## config.mk

```make
export PLATFORM = sky130hd
export DESIGN_NAME = alu_sequencer
export DESIGN_NICKNAME = d
export VERILOG_FILES = /design/src/rtl/alu_sequencer.sv
export SDC_FILE = /design/constraint.sdc
export NUM_CORES = 1
export LEC_CHECK = 0
export CORE_UTILIZATION = 43
export DETAILED_ROUTE_END_ITERATION = 12
export GPL_TIMING_DRIVEN = 0
export PLACE_DENSITY = 0.8
export SLEW_MARGIN = 20
export SYNTH_ARGS = -nofsm -noshare
export SYNTH_HDL_FRONTEND = slang
export SYNTH_SLANG_ARGS = --single-unit
```

## constraint.sdc

```tcl
create_clock -name clock -period 1.8 [get_ports clock]
set_input_delay 0.27 -clock clock [delete_from_list [all_inputs] [get_ports clock]]
set_output_delay 0.27 -clock clock [all_outputs]
set_load 0.005 [all_outputs]
```

## src/rtl/alu_sequencer.sv

```systemverilog
// +--------------------------------------------------------------------------+
// | Module      : alu_sequencer                                              |
// | Description : Initiator side of the ALU interface. Accepts one command   |
// |               (opcode + two operands) over a valid/ready handshake,      |
// |               strobes the ALU for one cycle, waits the ALU's fixed       |
// |               latency, captures the result and returns it on a           |
// |               valid/ready response channel.                              |
// | Revision    : 1.0 - initial release                                      |
// +--------------------------------------------------------------------------+
// | Ports                                                                    |
// |   clock            in   1         system clock, rising edge             |
// |   reset            in   1         synchronous, active-high reset        |
// |   cmd_valid        in   1         command present                       |
// |   cmd_ready        out  1         sequencer can accept a command        |
// |   cmd_op           in   OP_WIDTH  ALU opcode                            |
// |   cmd_a / cmd_b    in   WIDTH     operands                              |
// |   alu_enable       out  1         one-cycle ALU enable strobe           |
// |   alu_a / alu_b    out  WIDTH     operands to the ALU                   |
// |   alu_control_bus  out  OP_WIDTH  opcode to the ALU                     |
// |   alu_outp         in   WIDTH     ALU result                            |
// |   rsp_valid        out  1         result available                      |
// |   rsp_ready        in   1         consumer takes the result             |
// |   rsp_data         out  WIDTH     captured ALU result                   |
// |   rsp_op           out  OP_WIDTH  opcode that produced rsp_data         |
// |   busy             out  1         high in any state other than IDLE     |
// |   op_count         out  8         completed responses, wraps            |
// +--------------------------------------------------------------------------+
`timescale 1ns/1ps
`default_nettype none

module alu_sequencer #(
  parameter int WIDTH       = 8,
  parameter int OP_WIDTH    = 3,
  // Legal range 1..15; the wait counter is four bits wide.
  parameter int ALU_LATENCY = 1
) (
  input  logic                clock,
  input  logic                reset,
  input  logic                cmd_valid,
  output logic                cmd_ready,
  input  logic [OP_WIDTH-1:0] cmd_op,
  input  logic [WIDTH-1:0]    cmd_a,
  input  logic [WIDTH-1:0]    cmd_b,
  output logic                alu_enable,
  output logic [WIDTH-1:0]    alu_a,
  output logic [WIDTH-1:0]    alu_b,
  output logic [OP_WIDTH-1:0] alu_control_bus,
  input  logic [WIDTH-1:0]    alu_outp,
  output logic                rsp_valid,
  input  logic                rsp_ready,
  output logic [WIDTH-1:0]    rsp_data,
  output logic [OP_WIDTH-1:0] rsp_op,
  output logic                busy,
  output logic [7:0]          op_count
);

  localparam logic [3:0] c_LATENCY = 4'(ALU_LATENCY);

  typedef enum logic [1:0] {
    ST_IDLE  = 2'd0,
    ST_ISSUE = 2'd1,
    ST_WAIT  = 2'd2,
    ST_RESP  = 2'd3
  } state_t;

  state_t                state_q;
  logic [3:0]            cnt_q;
  logic [3:0]            cnt_d;
  logic                  alu_enable_q;
  logic [WIDTH-1:0]      alu_a_q;
  logic [WIDTH-1:0]      alu_b_q;
  logic [OP_WIDTH-1:0]   alu_op_q;
  logic                  rsp_valid_q;
  logic [WIDTH-1:0]      rsp_data_q;
  logic [OP_WIDTH-1:0]   rsp_op_q;
  logic [7:0]            op_count_q;

  assign cnt_d = cnt_q - 4'd1;

  // The counter is loaded with the latency at accept and decremented once in
  // ISSUE and once per WAIT edge that does not capture. Capture happens on
  // the WAIT edge that finds it at zero, which is edge 1+ALU_LATENCY after
  // accept. For ALU_LATENCY=1 that is the single cycle following ISSUE.
  always_ff @(posedge clock) begin
    if (reset) begin
      state_q      <= ST_IDLE;
      cnt_q        <= 4'd0;
      alu_enable_q <= 1'b0;
      alu_a_q      <= '0;
      alu_b_q      <= '0;
      alu_op_q     <= '0;
      rsp_valid_q  <= 1'b0;
      rsp_data_q   <= '0;
      rsp_op_q     <= '0;
      op_count_q   <= 8'd0;
    end else begin
      case (state_q)
        ST_IDLE: begin
          if (cmd_valid) begin
            alu_a_q      <= cmd_a;
            alu_b_q      <= cmd_b;
            alu_op_q     <= cmd_op;
            alu_enable_q <= 1'b1;
            cnt_q        <= c_LATENCY;
            state_q      <= ST_ISSUE;
          end
        end

        ST_ISSUE: begin
          alu_enable_q <= 1'b0;
          cnt_q        <= cnt_d;
          state_q      <= ST_WAIT;
        end

        ST_WAIT: begin
          if (cnt_q == 4'd0) begin
            rsp_data_q  <= alu_outp;
            rsp_op_q    <= alu_op_q;
            rsp_valid_q <= 1'b1;
            state_q     <= ST_RESP;
          end else begin
            cnt_q <= cnt_d;
          end
        end

        ST_RESP: begin
          if (rsp_ready) begin
            rsp_valid_q <= 1'b0;
            op_count_q  <= op_count_q + 8'd1;
            state_q     <= ST_IDLE;
          end
        end

        default: begin
          state_q <= ST_IDLE;
        end
      endcase
    end
  end

  // cmd_ready is masked by reset so no command is taken while reset is held,
  // even though the state register already reads IDLE after the first edge.
  assign cmd_ready       = (state_q == ST_IDLE) && !reset;
  assign busy            = (state_q != ST_IDLE);

  assign alu_enable      = alu_enable_q;
  assign alu_a           = alu_a_q;
  assign alu_b           = alu_b_q;
  assign alu_control_bus = alu_op_q;
  assign rsp_valid       = rsp_valid_q;
  assign rsp_data        = rsp_data_q;
  assign rsp_op          = rsp_op_q;
  assign op_count        = op_count_q;

endmodule

`default_nettype wire

```

==> summary.txt <==
Place
  – Setup WS pre-CTS: -73.5 ps
  – Detail Placement HPWL: 3.19 mm
  – RePlAce Congestion: 0.812
  – I/O Buffers: 71

Power and ir drop
  – Leak pwr: 1.02 nW
  – Flop pwr share: 0.390
  – Power, Total: 3.38 mW
  – VDD IR max: 0.759 mV
  – Net Sw Frac: 0.335
  – P_sw: 1.13 mW
  – Clock share of power: 0.206
  – Internal Power: 2.25 mW
  – Pwr dens: 1210 mW/mm^2
  – Gate power share: 0.404

Critical path
  – Critical path buffers and inverters: 3
  – Crit path DAT: 1470 ps
  – Startpoint type of the worst setup path: register
  – Crit-path slowest cell: clkdlybuf4s50_1
  – Crit end category: output port
  – CP Max Fanout: 4
  – Crit Path Category: reg2out
  – Critical path's largest stage delay: 490 ps
  – Critical Path, Cell by Cell: inv_2, ha_2, inv_2, clkdlybuf4s50_1
  – Most frequent cell on the critical path: inv_2
  – Critical Path RT: 1530 ps
  – Critical path's top delay family: buffers and inverters

Logic synthesis
  – Yosys warns: 0
  – Synth Register Bits: 46
  – Mapped cell area: 0.00190 mm^2
  – Seq/Total Area, Yosys: 0.484
  – Synth cell types: 30
  – Post-synth top area share: 0.484
  – Gate Count Post-Synth: 231
  – Top cells by area in the synthesized netlist: dfxtp_1 (48%), nand2_1 (13%), a21oi_1 (9.7%)
  – Syn nets: 271
  – Largest area contributor in the netlist: dfxtp_1
  – Syn_area_per_cell: 8.24 um^2

Clock tree
  – H-tree Lvls: 2
  – Clock sinks: 46
  – Clk root buf: clkbuf_8
  – Latest clock arrival within the worst-skew pair: 300 ps
  – Reg clk slew, reported paths: 90 ps
  – TritonCTS clock tree: built
  – Clock Path Buffers: 2
  – Num CTS Buffers: 5

Timing
  – Worst Skew: 9.62 ps
  – Fmax: 576 MHz
  – Post-route setup TNS: 0 ps
  – Least-Margin Pin Slew: 535 ps
  – Final period utilization: 0.965
  – Slew headroom: 0.643
  – PnR worst setup slack: 63.8 ps
  – Endpoints failing setup: 0
  – Final Slew Violations: 0
  – Fin crit period: 1740 ps
  – Hold Violations, Final: 0
  – RSZ-0062 raised after global routing: false

Layout
  – Fin nets: 350
  – Post-synthesis to final-layout area growth: 47.1%
  – Antenna cells: 0
  – Share of cells above drive strength 1: 0.0740

Die
  – # IOs: 73
  – Die width: 68.5 um
  – Rows: 23
  – Chip height: 68.5 um
  – Die Area: 0.00470 mm^2
  – Core area: 0.00412 mm^2
  – Initial Utilization: 0.462

Global routing
  – Gr ovfl total: 0
  – GRT Total Usage: 0.199
  – Number of global-route vias before repair: 1595
  – Initial antenna violation count: 0
  – First-pass GRT wire length: 7.00 mm
  – Largest net degree at the start of global routing: 15

Routing
  – DRC Markers: 0
  – Number of vias per cell: 4.94
  – Routed wire per std cell: 12.0 um
  – Drt pass-1 iters: 4
  – Routed WL: 4.34 mm
  – DRT iter0 DRCs: 85
  – Vias: 1783
  – DRT antenna net count: 0

Job
  – Max-cap viol count: 0

Run status
  – Outcome: finished clean

Hold path
  – Type of the most critical hold path: in2reg
power by group through the flow:
stage,registers [mW],clock network (mW),logic [mW]
after floorplan,1.33,0,0.807
after global placement,1.33,0,1.30
after detailed placement,1.34,0,1.32
after CTS,1.32,0.719,1.36
after global routing,1.35,0.765,1.52
final,1.32,0.697,1.36
what timing repair did:
action | 4_1_cts | 5_1_grt
hold buffers | 0 | 0
buffers inserted | 1 | 1
setup endpoints to repair | 2 | 11
gates resized for setup | 6 | 1
cells in the mapped netlist:
master,n
nand3_1,7
o21a_1,1
mux2i_1,2
nor2b_1,3
xnor2_1,3
o21ai_0,4
or3b_4,1
and2_1,1
buf_2,2
nand2_1,66
nor3_1,2
and4bb_4,1
ha_1,9
nor4_2,1
nor3_2,1
nand4_1,1
clkbuf_1,7
dfxtp_1,46
or3_1,3
a21oi_1,37
nor2_1,14
a31oi_1,2
a211oi_2,1
o31ai_1,1
buf_1,2
nor4_1,1
a221oi_4,1
inv_1,8
nand4b_1,1
xor2_1,2
sequential cells by signal, summed over array words and instances, names as in the netlist, 2 cells and up:
signal	flops
alu_a	8
alu_b	8
alu_control_bus	3
cnt_q	4
op_count	8
rsp_data	8
rsp_op	3
state_q	2
layer usage:
layer,vias up,GRT usage,wire length [um]
met1,796,0.237,1880
met5,-,0,0
li1,924,-,-
met3,6,0.0773,380
met2,57,0.335,2030
met4,0,0.0443,51
final timing paths:
kind              start          to  slack (ps)  cells past startpoint
max          state_q[0]        busy          60                      4
min               reset    alu_a[1]         380                      2
max reg2reg    cnt_q[0]  state_q[1]          80                      6
min reg2reg    alu_a[3]    alu_a[3]         460                      2
logic make-up (layout without fill, tap and decap cells):
| group | after synthesis | after routing | synth area share |
|---|---|---|---|
| fa+ha+maj | 9 | 9 | 0.0592 |
| mux | 2 | 2 | 0.0105 |
| xor+xnor | 5 | 5 | 0.0230 |
| flops | 46 | 46 | 0.484 |
| buf+inv | 19 | 99 | 0.0388 |
| simple gates | 103 | 103 | 0.242 |
| compound gates | 47 | 47 | 0.143 |
area by class of cell:
cell class | count | area (um^2)
plain buffers | 10 | 40.0
clock buffers | 7 | 96.3
clock inverters | 1 | 8.76
fillers | 356 | 1320
inverters | 8 | 30.0
multi-input cells | 166 | 911
flip-flops and latches | 46 | 926
well taps | 50 | 62.6
repair buffers | 73 | 724
per-stage QoR:
stage | hold slack (ps) | utilization | cells | instance area [um^2]
3_5_place_dp | 446 | 0.650 | 352 | 2680
3_3_place_gp | 440 | 0.650 | 352 | 2680
5_1_grt | 419 | 0.680 | 361 | 2800
6_report | 377 | 0.680 | 361 | 2800
2_1_floorplan | 406 | - | 231 | 1900
4_1_cts | 380 | 0.679 | 361 | 2800
placed cells by master, fill, tap and decap left out, types with 2 or more instances in the layout:
| cell | synthesis | layout |
|---|---|---|
| dfxtp_1 | 46 | 44 |
| a21oi_1 | 37 | 37 |
| buf_2 | 2 | 2 |
| clkdlybuf4s50_1 | 0 | 70 |
| inv_1 | 8 | 6 |
| or3_1 | 3 | 3 |
| nand3_1 | 7 | 7 |
| nand2_1 | 66 | 66 |
| ha_1 | 9 | 8 |
| nor2_1 | 14 | 14 |
| nor2b_1 | 3 | 3 |
| nor3_1 | 2 | 2 |
| a31oi_1 | 2 | 2 |
| xor2_1 | 2 | 2 |
| buf_1 | 2 | 2 |
| buf_4 | 0 | 2 |
| inv_2 | 0 | 2 |
| o21ai_0 | 4 | 4 |
| xnor2_1 | 3 | 3 |
| clkbuf_1 | 7 | 6 |
| mux2i_1 | 2 | 2 |
| clkbuf_8 | 0 | 7 |
(Power assumes the default switching activity.)
